`config.mk`:
```
export PLATFORM = sky130hd
export DESIGN_NAME = alu_share_arbiter
export DESIGN_NICKNAME = d
export VERILOG_FILES = /design/src/rtl/alu_share_arbiter.sv
export SDC_FILE = /design/constraint.sdc
export NUM_CORES = 1
export LEC_CHECK = 0
export BUFFER_PORTS_ARGS = -buffer_cell sky130_fd_sc_hd__buf_2
export CORE_ASPECT_RATIO = 0.5
export CORE_UTILIZATION = 42
export CTS_CLUSTER_SIZE = 8
export DETAILED_ROUTE_END_ITERATION = 6
export GPL_TIMING_DRIVEN = 0
export PLACE_DENSITY = 0.76
export SYNTH_ARGS = -nofsm -noshare
export SYNTH_HDL_FRONTEND = slang
export SYNTH_SLANG_ARGS = --single-unit
```
`constraint.sdc`:
```
create_clock -name clk -period 1.55 [get_ports clk]
set_input_delay 0.2325 -clock clk [delete_from_list [all_inputs] [get_ports clk]]
set_output_delay 0.2325 -clock clk [all_outputs]
set_load 0.01 [all_outputs]
```
`src/rtl/alu_share_arbiter.sv`:
```
// alu_share_arbiter: round-robin sharing of one ALU between two command
// requesters. A granted command is registered onto the ALU inputs and held
// for SETTLE cycles. The ALU output is then captured and presented on a
// result handshake, tagged with the index of the requester that issued it.
module alu_share_arbiter #(
    parameter int unsigned SETTLE = 1
) (
    input  logic       clk,
    input  logic       rst,
    input  logic       req0_valid,
    output logic       req0_ready,
    input  logic [3:0] req0_op,
    input  logic [1:0] req0_a,
    input  logic [1:0] req0_b,
    input  logic       req1_valid,
    output logic       req1_ready,
    input  logic [3:0] req1_op,
    input  logic [1:0] req1_a,
    input  logic [1:0] req1_b,
    output logic [3:0] alu_op,
    output logic [1:0] alu_a,
    output logic [1:0] alu_b,
    input  logic [7:0] alu_result,
    output logic       res_valid,
    input  logic       res_ready,
    output logic [7:0] res_data,
    output logic       res_src,
    output logic       busy
);

    typedef enum logic [1:0] {
        IDLE,
        DRIVE,
        HOLD
    } state_t;

    localparam logic [3:0] CNT_INIT = 4'(SETTLE - 1);

    state_t     state;
    state_t     state_nxt;
    logic [3:0] cnt;
    logic       last_grant;
    logic       grant0;
    logic       grant1;
    logic       accept;

    // Round-robin choice: a lone requester wins; under contention the one
    // that was not granted last time wins.
    always_comb begin
        grant0 = req0_valid & (~req1_valid | last_grant);
        grant1 = req1_valid & (~req0_valid | ~last_grant);
    end

    // State register.
    always_ff @(posedge clk or posedge rst) begin
        if (rst) begin
            state <= IDLE;
        end else begin
            state <= state_nxt;
        end
    end

    // Next-state decode plus the handshake and busy outputs.
    always_comb begin
        state_nxt  = state;
        req0_ready = 1'b0;
        req1_ready = 1'b0;
        busy       = 1'b1;
        unique case (state)
            IDLE: begin
                busy       = 1'b0;
                req0_ready = grant0;
                req1_ready = grant1;
                if (grant0 | grant1) begin
                    state_nxt = DRIVE;
                end
            end
            DRIVE: begin
                if (cnt == '0) begin
                    state_nxt = HOLD;
                end
            end
            HOLD: begin
                if (res_ready) begin
                    state_nxt = IDLE;
                end
            end
            default: begin
                state_nxt = IDLE;
            end
        endcase
    end

    assign accept = (req0_ready & req0_valid) | (req1_ready & req1_valid);

    // Datapath: latch the granted command, run the settle count, capture and
    // release the result.
    always_ff @(posedge clk or posedge rst) begin
        if (rst) begin
            alu_op     <= '0;
            alu_a      <= '0;
            alu_b      <= '0;
            res_src    <= 1'b0;
            last_grant <= 1'b1;
            cnt        <= '0;
            res_data   <= '0;
            res_valid  <= 1'b0;
        end else if (accept) begin
            alu_op     <= grant0 ? req0_op : req1_op;
            alu_a      <= grant0 ? req0_a  : req1_a;
            alu_b      <= grant0 ? req0_b  : req1_b;
            res_src    <= grant1;
            last_grant <= grant1;
            cnt        <= CNT_INIT;
        end else if (state == DRIVE) begin
            if (cnt != '0) begin
                cnt <= cnt - 4'd1;
            end else begin
                res_data  <= alu_result;
                res_valid <= 1'b1;
            end
        end else if (state == HOLD && res_ready) begin
            res_valid <= 1'b0;
        end
    end

endmodule
```
==> metrics.csv, run 1 <==
stage;metric;value;unit
synthesis;EDFF count, synth;0;
synthesis;yosys warns;0;
worst_setup_path;CP cell instances;or4b_4, or4_4, a21oi_2;
sta;setup TNS;-11.02;ps
sta;Slew @ Worst Pin;913.7;ps
synthesis;Netlist cell types;29;
final_layout;# nets final;206;
synthesis;Post-synth top flop;dfrtp_1;
clock_tree;cts hold-fix bufs;0;
synthesis;register area share after synthesis;53.81;%
place;placed instance area;0.001456;mm^2
sta;RSZ-0062 raised after global routing;true;
sta;setup ws final;-10.56;ps
clock_tree;clock sinks;25;
clock_tree;clock buffer count from CTS;3;
hold_path;Min-Delay Path Class;input port to async pin;
job;Max Cap Viol;0;
power_and_ir_drop;Power Density;2015;mW/mm^2
worst_setup_path;crit path launch type;flop;
sta;# setup viols final;2;
worst_setup_path;crit path capture type;flop;
sta;Hold Worst Slack;141.3;ps
worst_setup_path;critical path class;flop to flop;
synthesis;Avg Cell Area, Syn;10.22;um^2
synthesis;Post-synth top cells;dfrtp_1 (24), o21ai_0 (13), a21oi_1 (11);
power_and_ir_drop;Peak VDD IR;903.5;uV
drt;# DRC;0;
drt;Routed Antenna Nets;0;
sta;slew margin rel.;39.02;%
drt;Total Wirelength;2908;um
die;core area;0.002619;mm^2
die;IO Pins;50;
clock_tree;Clock transition at path regs;90;ps
place;port bufs;49;
die;FP Rows;13;
run_status;failing checks;setup timing;
synthesis;Area contributors post-synth;dfrtp_1 (52%), mux2_1 (7.7%), o21ai_0 (5.6%), a31oi_1 (4.8%), a21oi_1 (4.7%);
die;Initial Utilization;44.48;%
place;Final HPWL DP;1912;um
sta;Hold Violations, Final;0;
clock_tree;CTS tree;yes;
die;Die Span Y;39.24;um
final_layout;antenna diode count;0;
worst_setup_path;max incr delay on CP;540;ps
worst_setup_path;critical path required time;1750;ps
global_routing;first-pass GRT wire length;4188;um
drt;DR pass1 iterations;4;
final_layout;Design Area, Final;0.001643;mm^2
synthesis;Mapped Cells;114;
drt;First DRT Iteration DRCs;37;
clock_tree;latest clock arrival within the worst-skew pair;270;ps
drt;Vias/cell;5.137;
synthesis;Synthesized Nets;145;
synthesis;#FFs+latches synth;25;
global_routing;largest net degree at the start of global routing;26;
sta;max-slew violation count;0;
global_routing;grt ovf;0;
final_layout;ratio of cells with drive above 1 in the final layout;48.28;%
die;die area;0.003001;mm^2
worst_setup_path;Crit-path slowest cell;or4b_4;
drt;routed vias;1084;
run_status;status;finished with violations;
die;die extent in x;76.48;um
synthesis;Yosys top cell by area;dfrtp_1;
place;Placer Congestion;0.6863;
worst_setup_path;Worst Path Arrival;1770;ps
sta;final setup skew;4.037;ps
clock_tree;H-Tree Depth;1;
global_routing;antenna violations before repair;0;
synthesis;Cell Area, Synth;0.001165;mm^2
clock_tree;maximum root-to-sink buffer count;2;
sta;Final Critical Period;1561;ps
synthesis;most numerous cell in the Yosys netlist;dfrtp_1;
global_routing;GRT Total Usage;19.00;%
power_and_ir_drop;P_leak;0.0008015;uW
global_routing;vias in the first global route;953;
drt;per-cell routed wire length;13.78;um
worst_setup_path;Crit Path Max Fanout;2;
synthesis;Post-synth ARST share;100.0;%
final_layout;P&R area growth vs syn;41.03;%
synthesis;post-synth top area share;51.56;%
sta;final period utilization;100.7;%
sta;Max Fclk;0.6408;GHz
clock_tree;clock root buffer;clkbuf_8;
## metal layers
| metal | track usage (%) | part of all wire, % | wire length, um | vias up |
|---|---|---|---|---|
| met5 | 0 | 0 | 0 | - |
| met4 | 6.731 | 1.4 | 40 | 0 |
| met3 | 5.176 | 3.9 | 113 | 6 |
| met2 | 37.16 | 51 | 1477 | 30 |
| met1 | 20.89 | 44 | 1276 | 522 |
| li1 | - | - | - | 526 |
## repair_timing
item | in CTS | in global routing
gates resized for setup | 9 | 17
endpoints found under the hold margin | 0 | 0
pin swaps | 2 | 3
gates cloned | 0 | 1
setup buffers | 1 | 5
endpoints found under the setup margin | 18 | 11
## path summary, 6_finish.rpt
kind	slack, ps	end	depth (start not counted)	startpoint
max	-10	cnt[3]	3	cnt[1]
min	140	alu_a[1]	2	rst
max reg2reg	-10	cnt[3]	3	cnt[1]
min reg2reg	470	res_src	1	res_src
max in group asynchronous	790	state[0]	2	rst
min in group clk	190	res_data[5]	2	alu_result[5]
## worst max-delay path, delay by kind of cell (launching register included)
kind | cells | cell delay [ps]
AO/OA/AOI/OAI | 1 | 130
flip-flops | 1 | 400
AND/OR/NAND/NOR | 2 | 960
## stage by stage
| stage | cells | setup slack (ps) | utilization (%) | power, uW |
|---|---|---|---|---|
| floorplan | 114 | 44.14 | - | 1995 |
| global placement | 200 | -114.4 | 55.61 | 2421 |
| detailed placement | 200 | -182.2 | 55.61 | 2480 |
| CTS | 205 | -18.73 | 58.48 | 2954 |
| global route | 211 | -63.83 | 62.73 | 3558 |
| finish | 211 | -10.56 | 62.73 | 3311 |
## cell families after synthesis
group / Yosys count / share of synthesized area, %
compound gates: 36 / 16.97
simple gates: 30 / 15.04
flops: 25 / 53.81
buf+inv: 13 / 4.295
mux: 8 / 7.734
fa+ha+maj: 2 / 2.148
## report_power, final
part | internal (uW) | switching (uW) | leakage (uW)
clock network | 180 | 210 | 0.0000255
registers | 978 | 205 | 0.000292
logic | 904 | 834 | 0.000484
## final cells by class
class | count | area, um^2
flip-flops and latches | 25 | 628.1
multi-input cells | 76 | 563.0
repair buffers | 56 | 301.5
clock buffers | 3 | 41.29
well taps | 37 | 46.29
clock inverters | 1 | 5.005
inverters | 7 | 26.28
fillers | 209 | 975.9
plain buffers | 6 | 31.28
## state kept, by name (all words and copies together) (netlist names)
signal,flops
res_data,8
res_src,1
last_grant,1
alu_b,2
res_valid,1
cnt,4
alu_op,4
state,2
alu_a,2
## cells in the final DEF (no fill, tap or decap), types with 2 or more instances in the layout
master / n
nand2b_1: 2
nand2_1: 3
clkbuf_8: 3
nor2_1: 3
mux2_4: 8
o21ai_0: 13
buf_6: 2
inv_1: 4
buf_4: 6
a31oi_1: 9
inv_2: 3
buf_2: 49
dfrtp_1: 23
clkbuf_1: 3
nand3_1: 8
a21oi_1: 10
or3_1: 2
Note: power is estimated with default switching activity, not from simulation.
==> run 2, diff against run 1 <==
--- a/config.mk
+++ b/config.mk
@@ -11,7 +11,8 @@
 export CTS_CLUSTER_SIZE = 8
 export DETAILED_ROUTE_END_ITERATION = 6
 export GPL_TIMING_DRIVEN = 0
-export PLACE_DENSITY = 0.76
+export PLACE_DENSITY_LB_ADDON = 0.1
+export REMOVE_ABC_BUFFERS = 1
 export SYNTH_ARGS = -nofsm -noshare
 export SYNTH_HDL_FRONTEND = slang
 export SYNTH_SLANG_ARGS = --single-unit
==> run 2 against run 1 <==
- the run still ends with setup timing left
- sequential power barely moved
- worst hold slack improved by 12 ps
- die area did not move
- critical path type unchanged
- largest power group unchanged
- fmax rose by 0.47%
- total power fell by 2.1%
- routed wire length fell by 11%
- critical endpoint unchanged
- sequential share of layout area rose by 0.57 points
==> metrics.csv, run 2 (synthesis results as in run 1) <==
stage;metric;value;unit
run_status;status;finished with violations;
run_status;failing checks;setup timing;
worst_setup_path;crit path launch type;flop;
global_routing;antenna violations before repair;0;
clock_tree;clock root buffer;clkbuf_8;
die;die extent in x;76.48;um
clock_tree;maximum root-to-sink buffer count;2;
drt;# DRC;0;
clock_tree;H-Tree Depth;1;
worst_setup_path;CP cell instances;or4b_4, or4_4, a21oi_2;
global_routing;GRT Total Usage;17.79;%
clock_tree;latest clock arrival within the worst-skew pair;270;ps
worst_setup_path;crit path capture type;flop;
sta;Hold Worst Slack;152.9;ps
clock_tree;clock sinks;25;
sta;Hold Violations, Final;0;
drt;per-cell routed wire length;12.66;um
worst_setup_path;worst reg-to-reg path cell count;3;
place;Final HPWL DP;1716;um
worst_setup_path;Crit Path Max Fanout;2;
worst_setup_path;R2R Path Start;cnt[1];
final_layout;ratio of cells with drive above 1 in the final layout;49.10;%
final_layout;most common cell after layout, fill and taps aside;buf_2;
worst_setup_path;CP Buf/Inv Count;0;
power_and_ir_drop;Peak VDD IR;791.8;uV
drt;First DRT Iteration DRCs;50;
worst_setup_path;Crit path max-delay family;simple AND/OR/NAND/NOR gates;
drt;DR pass1 iterations;4;
global_routing;first-pass GRT wire length;3981;um
final_layout;# nets final;199;
drt;routed vias;1031;
clock_tree;clock buffer count from CTS;3;
global_routing;grt ovf;0;
worst_setup_path;Crit-path slowest cell;or4b_4;
power_and_ir_drop;P_leak;0.0007920;uW
final_layout;top flop regs;res_data: 8 flops, alu_op: 4 flops, cnt: 4 flops;
final_layout;fillers;236;
drt;Routed Antenna Nets;0;
final_layout;Reg area;626.9;um^2
place;port bufs;49;
worst_setup_path;max incr delay on CP;540;ps
final_layout;Largest Register;res_data;
final_layout;max reg flops;8;
clock_tree;Clock transition at path regs;90;ps
worst_setup_path;Worst Path Arrival;1760;ps
die;Initial Utilization;44.48;%
sta;# setup viols final;1;
sta;Final Critical Period;1553;ps
die;IO Pins;50;
drt;Vias/cell;5.054;
final_layout;antenna diode count;0;
clock_tree;CTS tree;yes;
job;Max Cap Viol;0;
die;Die Span Y;39.24;um
global_routing;vias in the first global route;894;
worst_setup_path;Crit. Startpoint;cnt[1];
power_and_ir_drop;Power Density;2006;mW/mm^2
worst_setup_path;worst reg-to-reg setup slack;-3;ps
hold_path;Min-Delay Path Class;input port to async pin;
place;pre-CTS setup slack;-615.4;ps
place;Placer Congestion;0.6877;
worst_setup_path;worst reg2reg path endpoint;cnt[3];
global_routing;largest net degree at the start of global routing;26;
sta;Slew @ Worst Pin;916.6;ps
worst_setup_path;critical path required time;1750;ps
die;core area;0.002619;mm^2
drt;Total Wirelength;2582;um
sta;final period utilization;100.2;%
sta;setup ws final;-3.189;ps
sta;slew margin rel.;38.83;%
die;FP Rows;13;
sta;Max Fclk;0.6438;GHz
sta;max-slew violation count;0;
sta;RSZ-0062 raised after global routing;true;
final_layout;P&R area growth vs syn;38.67;%
worst_setup_path;critical path class;flop to flop;
final_layout;most frequent cells in the layout;buf_2 (49), dfrtp_1 (24), o21ai_0 (13);
die;die area;0.003001;mm^2
sta;final setup skew;3.512;ps
final_layout;area of the multi-input gates;586.8;um^2
[run 2: cell types whose count changed in the layout (fill, tap and decap cells not counted), sizes merged]
cell / delta
buf: -4
clkbuf: -4
nand2b: +1
[run 2: worst max-delay path by stage]
stage	endpoint	slack [ps]	cells after the start
finish	cnt[3]	-3	3
global route	res_data[6]	-60	5
CTS	cnt[3]	10	3
detailed placement	alu_op[0]	-620	4
global placement	alu_op[0]	-630	4
floorplan	alu_a[0]	-120	4
[run 2: routing by layer]
layer,global-route usage [%],vias up,share of wire (%)
li1,-,516,-
met1,22.84,466,49
met2,30.41,47,43
met3,5.176,2,7.9
met4,4.327,0,0.43
met5,0,-,0
[run 2: repair_timing]
item,4_1_cts,5_1_grt
hold buffers,0,0
cloned,0,1
pin swaps,3,2
setup endpoints to repair,24,10
resized for setup,7,17
buffers inserted,3,2
[run 2: layout make-up]
class                           count  area share (%)
Sequential cell                    25           38.81
Multi-Input combinational cell     77           36.33
Timing Repair Buffer               54           17.51
Tap cell                           37           2.866
Clock buffer                        3           2.556
Inverter                            7           1.627
Clock inverter                      1          0.3098
[run 2: report_power, final]
| part | leakage [uW] | switching [uW] | internal (uW) | total [uW] |
|---|---|---|---|---|
| clock network | 0.0000255 | 202 | 180 | 382 |
| logic | 0.000474 | 818 | 866 | 1680 |
| registers | 0.000293 | 199 | 975 | 1170 |
[run 2: per-stage QoR]
step / power, uW / util, % / cells / instance area, um^2 / TNS (ps)
after detailed placement: 2440 / 54.71 / 194 / 1433 / -8845
after floorplan: 1963 / - / 108 / 1141 / -1201
after global placement: 2415 / 54.71 / 194 / 1433 / -8889
after global routing: 3478 / 61.68 / 204 / 1615 / -453.0
after CTS: 2970 / 58.34 / 201 / 1528 / 0
final: 3240 / 61.68 / 204 / 1615 / -3.189
